--- src/rtl/oled_ctrl_fsm_if.sv ---
// Handshake bundle between the vending FSM / OLED driver and the oled_ctrl_fsm sequencer.
// The slave modport is the sequencer side; the master modport is the event/ack source side.
interface oled_ctrl_fsm_if;
    logic       price_evt;
    logic       coin_evt;
    logic       disp_evt;
    logic       oled_ack;
    logic       clr_reg;
    logic       ld_price;
    logic       ld_cents;
    logic       ld_coins;
    logic       ld_disp;
    logic       line_req;
    logic [1:0] line_sel;
    logic       busy;
    logic       ack_err;

    modport master (
        output price_evt, coin_evt, disp_evt, oled_ack,
        input  clr_reg, ld_price, ld_cents, ld_coins, ld_disp,
        input  line_req, line_sel, busy, ack_err
    );

    modport slave (
        input  price_evt, coin_evt, disp_evt, oled_ack,
        output clr_reg, ld_price, ld_cents, ld_coins, ld_disp,
        output line_req, line_sel, busy, ack_err
    );
endinterface

--- src/rtl/oled_ctrl_fsm.sv ---
// Sequencer for oled_datapath: latches vending events, drives register loads/clears and
// handshakes OLED line redraws with an ack timeout and a timed dispense hold.
module oled_ctrl_fsm #(
    parameter int unsigned HOLD_CYCLES = 50_000_000,
    parameter int unsigned ACK_TIMEOUT = 1024
) (
    input  logic           clk,
    input  logic           rst_n,
    oled_ctrl_fsm_if.slave bus
);

    localparam int HW = $clog2(HOLD_CYCLES + 1);
    localparam int AW = $clog2(ACK_TIMEOUT + 1);
    localparam logic [HW-1:0] HOLD_LAST = HW'(HOLD_CYCLES - 1);
    localparam logic [AW-1:0] ACK_LAST  = AW'(ACK_TIMEOUT - 1);

    typedef enum logic [3:0] {
        S_INIT, S_IDLE, S_LOAD_P, S_LOAD_C, S_LOAD_D,
        S_REQ, S_GAP, S_HOLD, S_CLEAR
    } state_t;

    state_t        state_q, state_d;
    logic          pend_p_q, pend_p_d;
    logic          pend_c_q, pend_c_d;
    logic          pend_d_q, pend_d_d;
    logic [3:0]    lines_q, lines_d;
    logic          hold_after_q, hold_after_d;
    logic          ack_err_q, ack_err_d;
    logic [HW-1:0] hold_cnt_q, hold_cnt_d;
    logic [AW-1:0] tmo_cnt_q, tmo_cnt_d;

    logic       clr_c, ld_p_c, ld_c_c, ld_d_c, req_c, busy_c;
    logic [1:0] cur_sel;
    logic [3:0] lines_rem;

    // Queued lines are always serviced lowest index first, which matches every queue order.
    always_comb begin
        cur_sel = 2'd0;
        if (lines_q[0])      cur_sel = 2'd0;
        else if (lines_q[1]) cur_sel = 2'd1;
        else if (lines_q[2]) cur_sel = 2'd2;
        else if (lines_q[3]) cur_sel = 2'd3;
        lines_rem = lines_q & ~(4'b0001 << cur_sel);
    end

    always_comb begin
        state_d      = state_q;
        lines_d      = lines_q;
        hold_after_d = hold_after_q;
        ack_err_d    = ack_err_q;
        hold_cnt_d   = hold_cnt_q;
        tmo_cnt_d    = tmo_cnt_q;
        clr_c        = 1'b0;
        ld_p_c       = 1'b0;
        ld_c_c       = 1'b0;
        ld_d_c       = 1'b0;
        req_c        = 1'b0;
        busy_c       = 1'b1;

        case (state_q)
            S_INIT: begin
                clr_c   = 1'b1;
                state_d = S_IDLE;
            end
            S_IDLE: begin
                busy_c = 1'b0;
                if (pend_d_q)      state_d = S_LOAD_D;
                else if (pend_c_q) state_d = S_LOAD_C;
                else if (pend_p_q) state_d = S_LOAD_P;
            end
            S_LOAD_P: begin
                ld_p_c    = 1'b1;
                lines_d   = 4'b0001;
                tmo_cnt_d = '0;
                state_d   = S_REQ;
            end
            S_LOAD_C: begin
                ld_c_c    = 1'b1;
                lines_d   = 4'b0110;
                tmo_cnt_d = '0;
                state_d   = S_REQ;
            end
            S_LOAD_D: begin
                ld_d_c       = 1'b1;
                lines_d      = 4'b1000;
                hold_after_d = 1'b1;
                tmo_cnt_d    = '0;
                state_d      = S_REQ;
            end
            S_REQ: begin
                req_c = 1'b1;
                // An ack on the expiry cycle still wins over the timeout.
                if (bus.oled_ack) begin
                    lines_d   = lines_rem;
                    tmo_cnt_d = '0;
                    if (lines_rem != 4'b0000) begin
                        state_d = S_GAP;
                    end else if (hold_after_q) begin
                        hold_cnt_d = '0;
                        state_d    = S_HOLD;
                    end else begin
                        state_d = S_IDLE;
                    end
                end else if (tmo_cnt_q == ACK_LAST) begin
                    ack_err_d    = 1'b1;
                    lines_d      = 4'b0000;
                    hold_after_d = 1'b0;
                    tmo_cnt_d    = '0;
                    state_d      = S_IDLE;
                end else begin
                    tmo_cnt_d = tmo_cnt_q + AW'(1);
                end
            end
            S_GAP: begin
                state_d = S_REQ;
            end
            S_HOLD: begin
                if (hold_cnt_q == HOLD_LAST) begin
                    hold_cnt_d = '0;
                    state_d    = S_CLEAR;
                end else begin
                    hold_cnt_d = hold_cnt_q + HW'(1);
                end
            end
            S_CLEAR: begin
                clr_c        = 1'b1;
                lines_d      = 4'b1111;
                hold_after_d = 1'b0;
                tmo_cnt_d    = '0;
                state_d      = S_REQ;
            end
            default: begin
                state_d = S_INIT;
            end
        endcase

        // A new event on the clearing edge keeps its flag set.
        pend_p_d = bus.price_evt | (pend_p_q & ~(state_q == S_IDLE && state_d == S_LOAD_P));
        pend_c_d = bus.coin_evt  | (pend_c_q & ~(state_q == S_IDLE && state_d == S_LOAD_C));
        pend_d_d = bus.disp_evt  | (pend_d_q & ~(state_q == S_IDLE && state_d == S_LOAD_D));
    end

    always_ff @(posedge clk or negedge rst_n) begin
        if (!rst_n) begin
            state_q      <= S_INIT;
            pend_p_q     <= 1'b0;
            pend_c_q     <= 1'b0;
            pend_d_q     <= 1'b0;
            lines_q      <= 4'b0000;
            hold_after_q <= 1'b0;
            ack_err_q    <= 1'b0;
            hold_cnt_q   <= '0;
            tmo_cnt_q    <= '0;
        end else begin
            state_q      <= state_d;
            pend_p_q     <= pend_p_d;
            pend_c_q     <= pend_c_d;
            pend_d_q     <= pend_d_d;
            lines_q      <= lines_d;
            hold_after_q <= hold_after_d;
            ack_err_q    <= ack_err_d;
            hold_cnt_q   <= hold_cnt_d;
            tmo_cnt_q    <= tmo_cnt_d;
        end
    end

    // INIT is the reset state, but its clear pulse must only appear once reset is released.
    assign bus.clr_reg  = clr_c & rst_n;
    assign bus.ld_price = ld_p_c;
    assign bus.ld_cents = ld_c_c;
    assign bus.ld_coins = ld_c_c;
    assign bus.ld_disp  = ld_d_c;
    assign bus.line_req = req_c;
    assign bus.line_sel = cur_sel;
    assign bus.busy     = busy_c;
    assign bus.ack_err  = ack_err_q;

endmodule

--- src/flat_wrapper.sv ---
// flat-port wrapper written by rule: the top's interface ports become plain ports
module oled_ctrl_fsm_flat 
#(
    parameter int unsigned HOLD_CYCLES = 50_000_000,
    parameter int unsigned ACK_TIMEOUT = 1024
)
  (clk, rst_n, bus_price_evt, bus_coin_evt, bus_disp_evt, bus_oled_ack, bus_clr_reg, bus_ld_price, bus_ld_cents, bus_ld_coins, bus_ld_disp, bus_line_req, bus_line_sel, bus_busy, bus_ack_err);
  oled_ctrl_fsm_if bus_i ();
  input  logic clk;
  input  logic rst_n;
  input wire logic [$bits(bus_i.price_evt)-1:0] bus_price_evt;
  input wire logic [$bits(bus_i.coin_evt)-1:0] bus_coin_evt;
  input wire logic [$bits(bus_i.disp_evt)-1:0] bus_disp_evt;
  input wire logic [$bits(bus_i.oled_ack)-1:0] bus_oled_ack;
  output wire logic [$bits(bus_i.clr_reg)-1:0] bus_clr_reg;
  output wire logic [$bits(bus_i.ld_price)-1:0] bus_ld_price;
  output wire logic [$bits(bus_i.ld_cents)-1:0] bus_ld_cents;
  output wire logic [$bits(bus_i.ld_coins)-1:0] bus_ld_coins;
  output wire logic [$bits(bus_i.ld_disp)-1:0] bus_ld_disp;
  output wire logic [$bits(bus_i.line_req)-1:0] bus_line_req;
  output wire logic [$bits(bus_i.line_sel)-1:0] bus_line_sel;
  output wire logic [$bits(bus_i.busy)-1:0] bus_busy;
  output wire logic [$bits(bus_i.ack_err)-1:0] bus_ack_err;
  assign bus_i.price_evt = bus_price_evt;
  assign bus_i.coin_evt = bus_coin_evt;
  assign bus_i.disp_evt = bus_disp_evt;
  assign bus_i.oled_ack = bus_oled_ack;
  assign bus_clr_reg = bus_i.clr_reg;
  assign bus_ld_price = bus_i.ld_price;
  assign bus_ld_cents = bus_i.ld_cents;
  assign bus_ld_coins = bus_i.ld_coins;
  assign bus_ld_disp = bus_i.ld_disp;
  assign bus_line_req = bus_i.line_req;
  assign bus_line_sel = bus_i.line_sel;
  assign bus_busy = bus_i.busy;
  assign bus_ack_err = bus_i.ack_err;
  oled_ctrl_fsm #(.HOLD_CYCLES(HOLD_CYCLES), .ACK_TIMEOUT(ACK_TIMEOUT)) u_core (.clk(clk), .rst_n(rst_n), .bus(bus_i));
endmodule
--- config.mk ---
export PLATFORM = sky130hd
export DESIGN_NAME = oled_ctrl_fsm_flat
export DESIGN_NICKNAME = d
export VERILOG_FILES = /design/src/rtl/oled_ctrl_fsm_if.sv /design/src/rtl/oled_ctrl_fsm.sv /design/src/flat_wrapper.sv
export SDC_FILE = /design/constraint.sdc
export NUM_CORES = 1
export LEC_CHECK = 0
export CORE_AREA = 5 5 74 76
export CTS_CLUSTER_DIAMETER = 150
export CTS_CLUSTER_SIZE = 8
export DETAILED_ROUTE_END_ITERATION = 8
export DIE_AREA = 0 0 79 81
export DONT_BUFFER_PORTS = 1
export PLACE_DENSITY_LB_ADDON = 0.3
export SYNTH_ARGS = -nofsm -noshare
export SYNTH_HDL_FRONTEND = slang
export SYNTH_SLANG_ARGS = --single-unit
--- constraint.sdc ---
create_clock -name clk -period 3.5 [get_ports clk]
set_input_delay 0.525 -clock clk [delete_from_list [all_inputs] [get_ports clk]]
set_output_delay 0.525 -clock clk [all_outputs]
set_load 0.01 [all_outputs]
==> results.md, run 1 <==
* Placed Area at 0.00292 mm²
* Power per cell area at 709 mW/mm²
* RSZ-0062 raised after global routing: no
* Min Clock Period, post-route at 2690 ps
* Via density at 6.47
* Die area at 0.00640 mm²
* Met1 usage at 27.2%
* GRT Max-Usage Layer: met2
* Met3 usage at 3.44%
* Asr flop ratio synth at 100%
* Diode count at 0
* Antenna-violating nets left at 0
* Clk sink count at 50
* Netlist Area Pre-Place at 0.00293 mm²
* Post-Synth Adder-Cell Area at 0.854%
* Mapped Nets at 344
* IO Pins at 16
* Largest family of logic cells by synthesized area: simple AND/OR/NAND/NOR gates
* Total gr overflow at 0
* Max IR drop VDD at 0.470 mV
* Placed cell count at 371
* Leak pwr at 0.00126 µW
* Drt drc at 0
* Clk_skew at 5.58 ps
* Status: finished clean
* Worst Tran Pin Value at 1130 ps
* Synthesized area per cell at 8.72 µm²
* Setup TNS at 0 ps
* Clock power share at 18.9%
* Worst slack, placed at 859 ps
* Detailed Place HPWL at 4280 µm
* Commonest non-fill, non-tap cell in the layout: dfrtp_1
* Global-route wire length before repair at 10900 µm
* Initial antenna violation count at 0
* Worst-case reg-to-reg path depth at 5
* Die W at 79 µm
* Share of post-route cells with drive strength above 1 at 5.52%
* H-Tree Depth at 2
* Worst hold path type: in2async
* Warnings, synthesis at 0
* Total wire length at 6320 µm
* Input/output buffers at 0
* Final Hold Viols at 0
* Combinational Power Share at 34.9%
* Vias in the first global route at 2304
* Max clock buf depth at 2
* Crit path kind: reg2reg
* Drt initial violations at 137
* Syn-to-layout area delta at 4.53%
* CP endpoint kind: register
* Int Power at 1260 µW
* TritonRoute pass-1 iters at 4
* Initial Utilization at 62.8%
* Final Cell Area at 0.00306 mm²
* Sw Pwr at 911 µW
* Switching power share of the total at 42.0%
* Clk Latency, worst-skew pair at 310 ps
* GRT Util Overall at 21.3%
* Post-Synth Simple-Gate Area at 26.7%
* Max Freq at 371 MHz
* CTS tree: yes
* Die Y at 81 µm
* Row cnt at 25
* Post-Synth XOR/XNOR Area at 2.39%
* Max-slew violations at 0
* Post-Syn Instances at 336
* Post-route core utilization at 65.7%
* Vias at 2459
* Post-cts resize count at 0
* Sequential share of the synthesized area at 42.7%
* Startpoint Class: register
* Setup ws final at 807 ps
* Pin count of the biggest net entering global routing at 51
* Crit path arrival time at 2900 ps
* Yosys cell types at 58
* Final Non-Filler Cells at 380
* Ys flop type: dfrtp_1
* Post-synth EDFFs at 0
* Slew Limit Headroom at 24.8%
* Post-CTS Setup Inserts at 0
* Setup slack, reg-to-reg at 810 ps
* Cts bufs inserted at 5
* Crit Path Max Fanout at 19
* Compound-gate portion of the synthesized area at 22.0%
* Most frequent cells in the layout: 50 x dfrtp_1, 40 x nor2_1, 34 x nand2_1
* Wire per inst at 16.6 µm
* Setup violators final at 0
* Gpl congestion at 0.867
* Mux contribution to synthesized area at 1.41%
* CTS root buffer: clkbuf_8
* Reg clk slew, reported paths at 90 ps
* GR met2 Demand/Resource at 37.0%
* Core Area at 0.00466 mm²
* Period utilization at 76.9%
* Worst endpoint required time at 3710 ps
* Maximum Capacitance Violations at 0
* Reg power frac at 46.2%
* Nets at 333
* #FFs+latches synth at 50
synth_stat cells, drive strengths merged (2+ instances only):
library cell  count  share of area [%]
nor2             40                5.1
nand3b            2               0.51
a31oi            18                3.8
o2111ai           2               0.60
a32oi             3               0.90
clkbuf           11                1.4
nor2b             2               0.43
nor4b             3               0.90
or2               4               0.85
inv               8                1.0
and4              2               0.60
ha                2               0.85
nand4             8                1.7
o31ai             5                1.3
a41oi             2               0.60
and2              3               0.64
a22o              6                1.8
o21ai            14                2.4
xor2              7                2.1
nand2b            6                1.3
o21bai            2               0.51
o22a              2               0.60
or3b              3               0.98
nor3b             2               0.68
a21oi            19                3.2
or3               2               0.43
o211ai            3               0.77
mux2i             3                1.0
nand2            34                4.4
a21o              6                1.5
o21a              4                1.0
nand3            20                3.4
a211oi            2               0.51
nor3              7                1.4
buf               8                1.5
nor4              3                1.4
dfrtp            50                 43
and3              6                1.3
metrics by stage:
| step | power, µW | hold WS (ps) |
|---|---|---|
| after global routing | 2330 | 63.5 |
| after detailed placement | 1750 | 231 |
| final | 2170 | 59.0 |
| after floorplan | 1580 | 229 |
| after CTS | 2170 | 64.9 |
| after global placement | 1720 | 231 |
worst max-delay path, cell delays in order, from the launching register on:
cell	delay [ps]
dfrtp_1	660
nor3b_2	540
a211o_1	240
a2bb2oi_1	720
o21ai_0	210
a22o_1	220
registers in the layout (all words and copies together) (netlist names):
name	flops
u_core.bus.ack_err	1
u_core.hold_after_q	1
u_core.hold_cnt_q	26
u_core.lines_q	4
u_core.pend_c_q	1
u_core.pend_d_q	1
u_core.pend_p_q	1
u_core.state_q	4
u_core.tmo_cnt_q	11
worst paths after layout:
path / startpoint / end
worst max-delay path: u_core.state_q[1] / u_core.lines_q[3]
worst min-delay path: rst_n / u_core.hold_cnt_q[21]
worst max register to register: u_core.state_q[1] / u_core.lines_q[3]
worst min register to register: u_core.pend_c_q / u_core.pend_c_q
max in group asynchronous: rst_n / u_core.hold_cnt_q[8]
min in group clk: bus_coin_evt / u_core.pend_c_q
layout make-up:
type                    instances  area (µm²)
fillers                       390        1600
multi-input cells             259        1580
flip-flops and latches         50        1250
clock buffers                   6        72.6
well taps                      54        67.6
clock inverters                 2        37.5
inverters                       8        30.0
repair buffers                  1        27.5
cells by family (layout without fill, tap and decap cells):
logic type	count (synthesis)	after routing
AO/OA/AOI/OAI	96	96
XOR/XNOR	8	8
adder cells (fa/ha/maj)	2	2
buffers and inverters	27	17
flip-flops	50	50
multiplexers	4	4
AND/OR/NAND/NOR	149	149
power groups by stage:
stage | Sequential [µW] | Clock (µW) | Combinational, µW
floorplan | 894 | 0 | 683
global placement | 999 | 0 | 720
detailed placement | 1010 | 0 | 741
CTS | 999 | 417 | 759
global route | 1040 | 445 | 844
finish | 1000 | 410 | 757
timing repair:
item / in CTS / in global routing
hold buffers: 1 / 0
endpoints found under the setup margin: 0 / 0
hold endpoints to repair: 50 / 0
routing by layer:
metal / wire length, µm / vias up
met5: 0 / -
met4: 83 / 0
met3: 163 / 12
met2: 3220 / 44
met1: 2860 / 1182
li1: - / 1221
Power figures use the tool's default switching activity.
==> run 2, diff against run 1 <==
Settings changed: CORE_AREA 5 5 74 76 to 5 5 78 80, DIE_AREA 0 0 79 81 to 0 0 83 85.
Clock period 3.5 ns to 2.4 ns, I/O delays scaled along.
==> results.md, run 2 (synthesized netlist as in run 1, its figures left out) <==
* Crit Path Max Fanout at 25
* Worst endpoint required time at 2590 ps
* Crit path kind: reg2reg
* Nets at 345
* Status: finished clean
* Commonest non-fill, non-tap cell in the layout: dfrtp_1
* Slew Limit Headroom at 58.5%
* Most frequent cells in the layout: 50 x dfrtp_1, 40 x nor2_1, 34 x nand2_1
* CTS root buffer: clkbuf_8
* H-Tree Depth at 2
* Max IR drop VDD at 0.563 mV
* Worst hold path type: in2reg
* Total wire length at 6340 µm
* TritonRoute pass-1 iters at 5
* Syn-to-layout area delta at 8.16%
* Die W at 83 µm
* CP endpoint kind: register
* Min Clock Period, post-route at 2250 ps
* Via density at 6.02
* Period utilization at 93.8%
* Drt drc at 0
* CTS tree: yes
* Share of post-route cells with drive strength above 1 at 8.88%
* Core Area at 0.00534 mm²
* Delay of the slowest critical-path stage at 410 ps
* Setup TNS at 0 ps
* Max-slew violations at 0
* Vias at 2479
* Placed Area at 0.00303 mm²
* Int Power at 1810 µW
* Setup violators final at 0
* Die Y at 85 µm
* Maximum Capacitance Violations at 0
* Startpoint Class: register
* Row cnt at 27
* Combinational Power Share at 39.9%
* GRT Util Overall at 18.8%
* Crit path arrival time at 2450 ps
* Clk_skew at 8.53 ps
* CP cell instances: ha_1 > nand3_1 > nor4_4 > a21oi_4 > or3_1 > a221o_1
* Clk Latency, worst-skew pair at 310 ps
* Largest regs: u_core.hold_cnt_q: 26 flops, u_core.tmo_cnt_q: 11 flops
* Gpl congestion at 0.817
* Antenna-violating nets left at 0
* Drt initial violations at 121
* Max clock buf depth at 2
* Worst Tran Pin Value at 618 ps
* Initial antenna violation count at 1
* Worst path slowest cell: dfrtp_1
* Post-CTS Setup Inserts at 0
* RSZ-0062 raised after global routing: no
* Clk sink count at 50
* Power per cell area at 996 mW/mm²
* Max Freq at 444 MHz
* Wire per inst at 15.4 µm
* Final Cell Area at 0.00317 mm²
* Initial Utilization at 54.9%
* Final Hold Viols at 0
* Detailed Place HPWL at 4260 µm
* Die area at 0.00706 mm²
* Pin count of the biggest net entering global routing at 51
* Global-route wire length before repair at 11100 µm
* Clock power share at 16.1%
* Vias in the first global route at 2337
* Fillers at 486
* Total gr overflow at 0
* Input/output buffers at 0
* Reg with most FFs: u_core.hold_cnt_q
* Leak pwr at 0.00131 µW
* Switching power share of the total at 42.7%
* Reg clk slew, reported paths at 90 ps
* Sw Pwr at 1350 µW
* Max reg flops at 26
* Reg power frac at 44.0%
* IO Pins at 16
* Cts bufs inserted at 5
[run 2: changes by cell type in the layout (fill, tap and decap cells not counted)]
cell	delta
diode_2	+2
inv_6	+1
a2bb2oi_1	-1
clkinv_4	+1
bufinv_16	-1
dlygate4sd3_1	+1
buf_4	+11
a2bb2oi_2	+1
clkinvlp_4	-1
[run 2: through the flow]
stage / instances / power (µW) / util [%] / setup WS [ps] / hold WS (ps)
finish: 412 / 3150 / 59.4 / 149 / 146
floorplan: 336 / 2300 / - / 478 / 64.4
detailed placement: 400 / 2620 / 56.8 / 177 / 66.5
global placement: 400 / 2580 / 56.8 / 260 / 66.7
global route: 412 / 3420 / 59.4 / 17.3 / 137
CTS: 410 / 3160 / 59.1 / 156 / 137
[run 2: critical path: cells and delay by family (launching register included)]
kind	cells	cell delay, ps
fa+ha+maj	1	240
flops	1	410
compound gates	2	490
simple gates	3	990
[run 2: metal layers]
metal,wire (µm),vias to the layer above,track usage [%]
met3,233,11,2.91
met5,0,-,0
met2,3030,51,31.4
li1,-,1239,-
met4,133,0,7.88
met1,2940,1178,24.5
[run 2: worst paths after layout]
kind	startpoint	endpoint	slack [ps]	depth (start not counted)
setup / recovery	u_core.hold_cnt_q[0]	u_core.state_q[2]	150	6
max in group asynchronous	rst_n	u_core.hold_cnt_q[8]	1610	2
setup reg to reg	u_core.hold_cnt_q[0]	u_core.state_q[2]	150	6
hold reg to reg	u_core.tmo_cnt_q[8]	u_core.tmo_cnt_q[8]	520	1
min in group asynchronous	rst_n	u_core.hold_cnt_q[18]	560	2
hold / removal	bus_coin_evt	u_core.pend_c_q	150	1
[run 2: layout make-up]
| type | count | area (µm²) | share of cell area (%) |
|---|---|---|---|
| inverters | 8 | 30.0 | 0.948 |
| clock inverters | 2 | 17.5 | 0.553 |
| flip-flops and latches | 50 | 1250 | 39.5 |
| clock buffers | 6 | 72.6 | 2.29 |
| multi-input cells | 259 | 1580 | 49.9 |
| diodes | 2 | 5.00 | 0.158 |
| repair buffers | 13 | 120 | 3.79 |
| well taps | 72 | 90.1 | 2.84 |
[run 2: power by group through the flow]
stage	Sequential [µW]	Clock (µW)	Combinational, µW
floorplan	1300	0	996
global placement	1390	0	1200
detailed placement	1400	0	1220
CTS	1380	527	1260
global route	1440	557	1430
finish	1390	508	1260
[run 2: repair_timing]
action | 4_1_cts | 5_1_grt
hold buffers | 2 | 0
gates resized for setup | 0 | 1
hold endpoints to repair | 50 | 0
endpoints found under the setup margin | 0 | 2
==> run 3, diff against run 2 <==
Settings changed: ABC_AREA from default to 1, CORE_AREA 5 5 78 80 to 5 5 81 83, DIE_AREA 0 0 83 85 to 0 0 86 88.
==> results.md, run 3 <==
* Initial Utilization at 56.2%
* Initial antenna violation count at 0
* Gpl congestion at 0.930
* Crit path kind: reg2reg
* Fillers at 540
* Hold WS at 154 ps
* Final Hold Viols at 0
* GRT Util Overall at 20.9%
* Total wire length at 7320 µm
* Power per cell area at 399 mW/mm²
* Largest regs: u_core.hold_cnt_q: 26 flops, u_core.tmo_cnt_q: 11 flops
* Via density at 5.45
* Most numerous cell in the Yosys netlist: nand2_1
* CP endpoint kind: register
* Period utilization at 85.3%
* Reg with most FFs: u_core.hold_cnt_q
* Pin count of the biggest net entering global routing at 51
* Diode count at 0
* Post-Syn Instances at 440
* Final Non-Filler Cells at 517
* Crit path arrival time at 2240 ps
* Drt drc at 0
* Drt initial violations at 147
* Asr flop ratio synth at 100%
* Sequential share of the synthesized area at 38.5%
* Global-route wire length before repair at 12800 µm
* Total gr overflow at 0
* Die Y at 88 µm
* CP cell instances: ha_1 > nand3_2 > nor3_1 > nand3_2 > nand3_1 > o21ai_2
* Most frequent cells in the layout: 104 x nand2_1, 50 x inv_1, 50 x dfrtp_1
* Maximum Capacitance Violations at 0
* Row cnt at 28
* Die W at 86 µm
* Core Area at 0.00578 mm²
* Most used cell, CP: nand3_2
* H-Tree Depth at 2
* CTS tree: yes
* Synth top area share at 38.5%
* Ys flop type: dfrtp_1
* Max IR drop VDD at 0.225 mV
* Reg clk slew, reported paths at 90 ps
* Commonest non-fill, non-tap cell in the layout: nand2_1
* Die area at 0.00757 mm²
* Setup violators final at 0
* Vias at 2819
* Min Clock Period, post-route at 2050 ps
* Input/output buffers at 0
* #FFs+latches synth at 50
* Top post-synthesis cells by area: dfrtp_1 39%, nand2_1 12%, inv_1 5.8%
* Vias in the first global route at 2780
* Cts bufs inserted at 5
* Post-synth EDFFs at 0
* Crit Path Max Fanout at 14
* Startpoint Class: register
* Syn-to-layout area delta at 5.36%
* Warnings, synthesis at 0
* Setup TNS at 0 ps
* Mapped Nets at 448
* Worst slack, placed at 219 ps
* Max-slew violations at 0
* Setup ws final at 353 ps
* Post-route core utilization at 59.2%
* Wire per inst at 14.2 µm
* RSZ-0062 raised after global routing: no
* Worst hold path type: in2reg
* Antenna-violating nets left at 0
* Yosys cell types at 39
* Commonest cells post-synth: 104 x nand2_1, 50 x dfrtp_1, 50 x inv_1
* Post-CTS Setup Inserts at 0
* TritonRoute pass-1 iters at 5
* Delay of the slowest critical-path stage at 460 ps
* Worst Tran Pin Value at 483 ps
* IO Pins at 16
* Max Freq at 488 MHz
* Clk sink count at 50
* Share of post-route cells with drive strength above 1 at 15.6%
* Nets at 449
* Yosys top cell by area: dfrtp_1
* Leak pwr at 0.00158 µW
* Synthesized area per cell at 7.38 µm²
* CTS root buffer: clkbuf_8
* Worst path slowest cell: dfrtp_1
* Worst endpoint required time at 2590 ps
* Slew Limit Headroom at 67.8%
* Clk_skew at 6.71 ps
* Status: finished clean
* Netlist Area Pre-Place at 0.00325 mm²
* Detailed Place HPWL at 5520 µm
* Placed cell count at 507
* Max reg flops at 26
* Clk Latency, worst-skew pair at 310 ps
* Max clock buf depth at 2
run 3: changes by cell type after synthesis, moves of 8 or more:
cell and delta:
nand2_1 +70, inv_1 +42, a31oi_1 -16, inv_2 +15, nand3_1 +12, nor2_2 +10
clkbuf_1 -9, nand4_1 +9, o21ai_2 +8
run 3: per-stage QoR:
| step | area, µm² | power, µW |
|---|---|---|
| final | 3420 | 1370 |
| after global routing | 3420 | 1430 |
| after CTS | 3420 | 1380 |
| after detailed placement | 3290 | 865 |
| after global placement | 3290 | 865 |
| after floorplan | 3250 | 864 |
run 3: metal layers:
layer	up-vias	share of wire [%]	global-route usage [%]
li1	1422	-	-
met1	1319	44	26.2
met3	6	5.0	3.76
met5	-	0	0
met2	72	50	37.1
met4	0	0.87	5.32
run 3: final timing paths:
check | startpoint | to | slack [ps] | cells past startpoint
worst max-delay path | u_core.hold_cnt_q[0] | u_core.hold_cnt_q[13] | 350 | 6
worst min-delay path | bus_price_evt | u_core.pend_p_q | 150 | 2
worst max register to register | u_core.hold_cnt_q[0] | u_core.hold_cnt_q[13] | 350 | 6
worst min register to register | u_core.pend_p_q | u_core.pend_p_q | 520 | 2
max in group asynchronous | rst_n | u_core.pend_p_q | 1610 | 2
min in group asynchronous | rst_n | u_core.bus.ack_err | 580 | 2
run 3: kinds of logic after synthesis:
logic type / after synthesis / synth area share (%)
adders and majority gates: 2 / 0.771
xor gates and xnor gates: 11 / 2.97
and+or+nand+nor: 241 / 36.2
AOI/OAI and AO/OA: 60 / 11.8
DFF: 50 / 38.5
buffers and inverters: 76 / 9.75
run 3: timing repair:
item / CTS / global route
setup endpoints to repair: 0 / 2
hold buffers: 2 / 0
resized for setup: 0 / 1
endpoints found under the hold margin: 50 / 0
run 3: cell type report:
cell class	instances	area, µm²	area share, %
repair buffers	3	45.0	1.32
multi-input cells	314	1680	49.2
clock inverters	3	21.3	0.622
inverters	67	256	7.50
clock buffers	5	68.8	2.01
well taps	75	93.8	2.74
flip-flops and latches	50	1250	36.6
run 3: critical path, delay by kind of cell, from the launching register on:
kind / cells / cell delay [ps]
simple gates: 4 / 1090
flops: 1 / 460
fa+ha+maj: 1 / 320
compound gates: 1 / 70
run 3: report_power, final:
group | switching (µW) | total [µW] | internal [µW]
clock | 290 | 495 | 205
combinational | 21.4 | 29.1 | 7.72
sequential | 0.0000000000000293 | 842 | 842
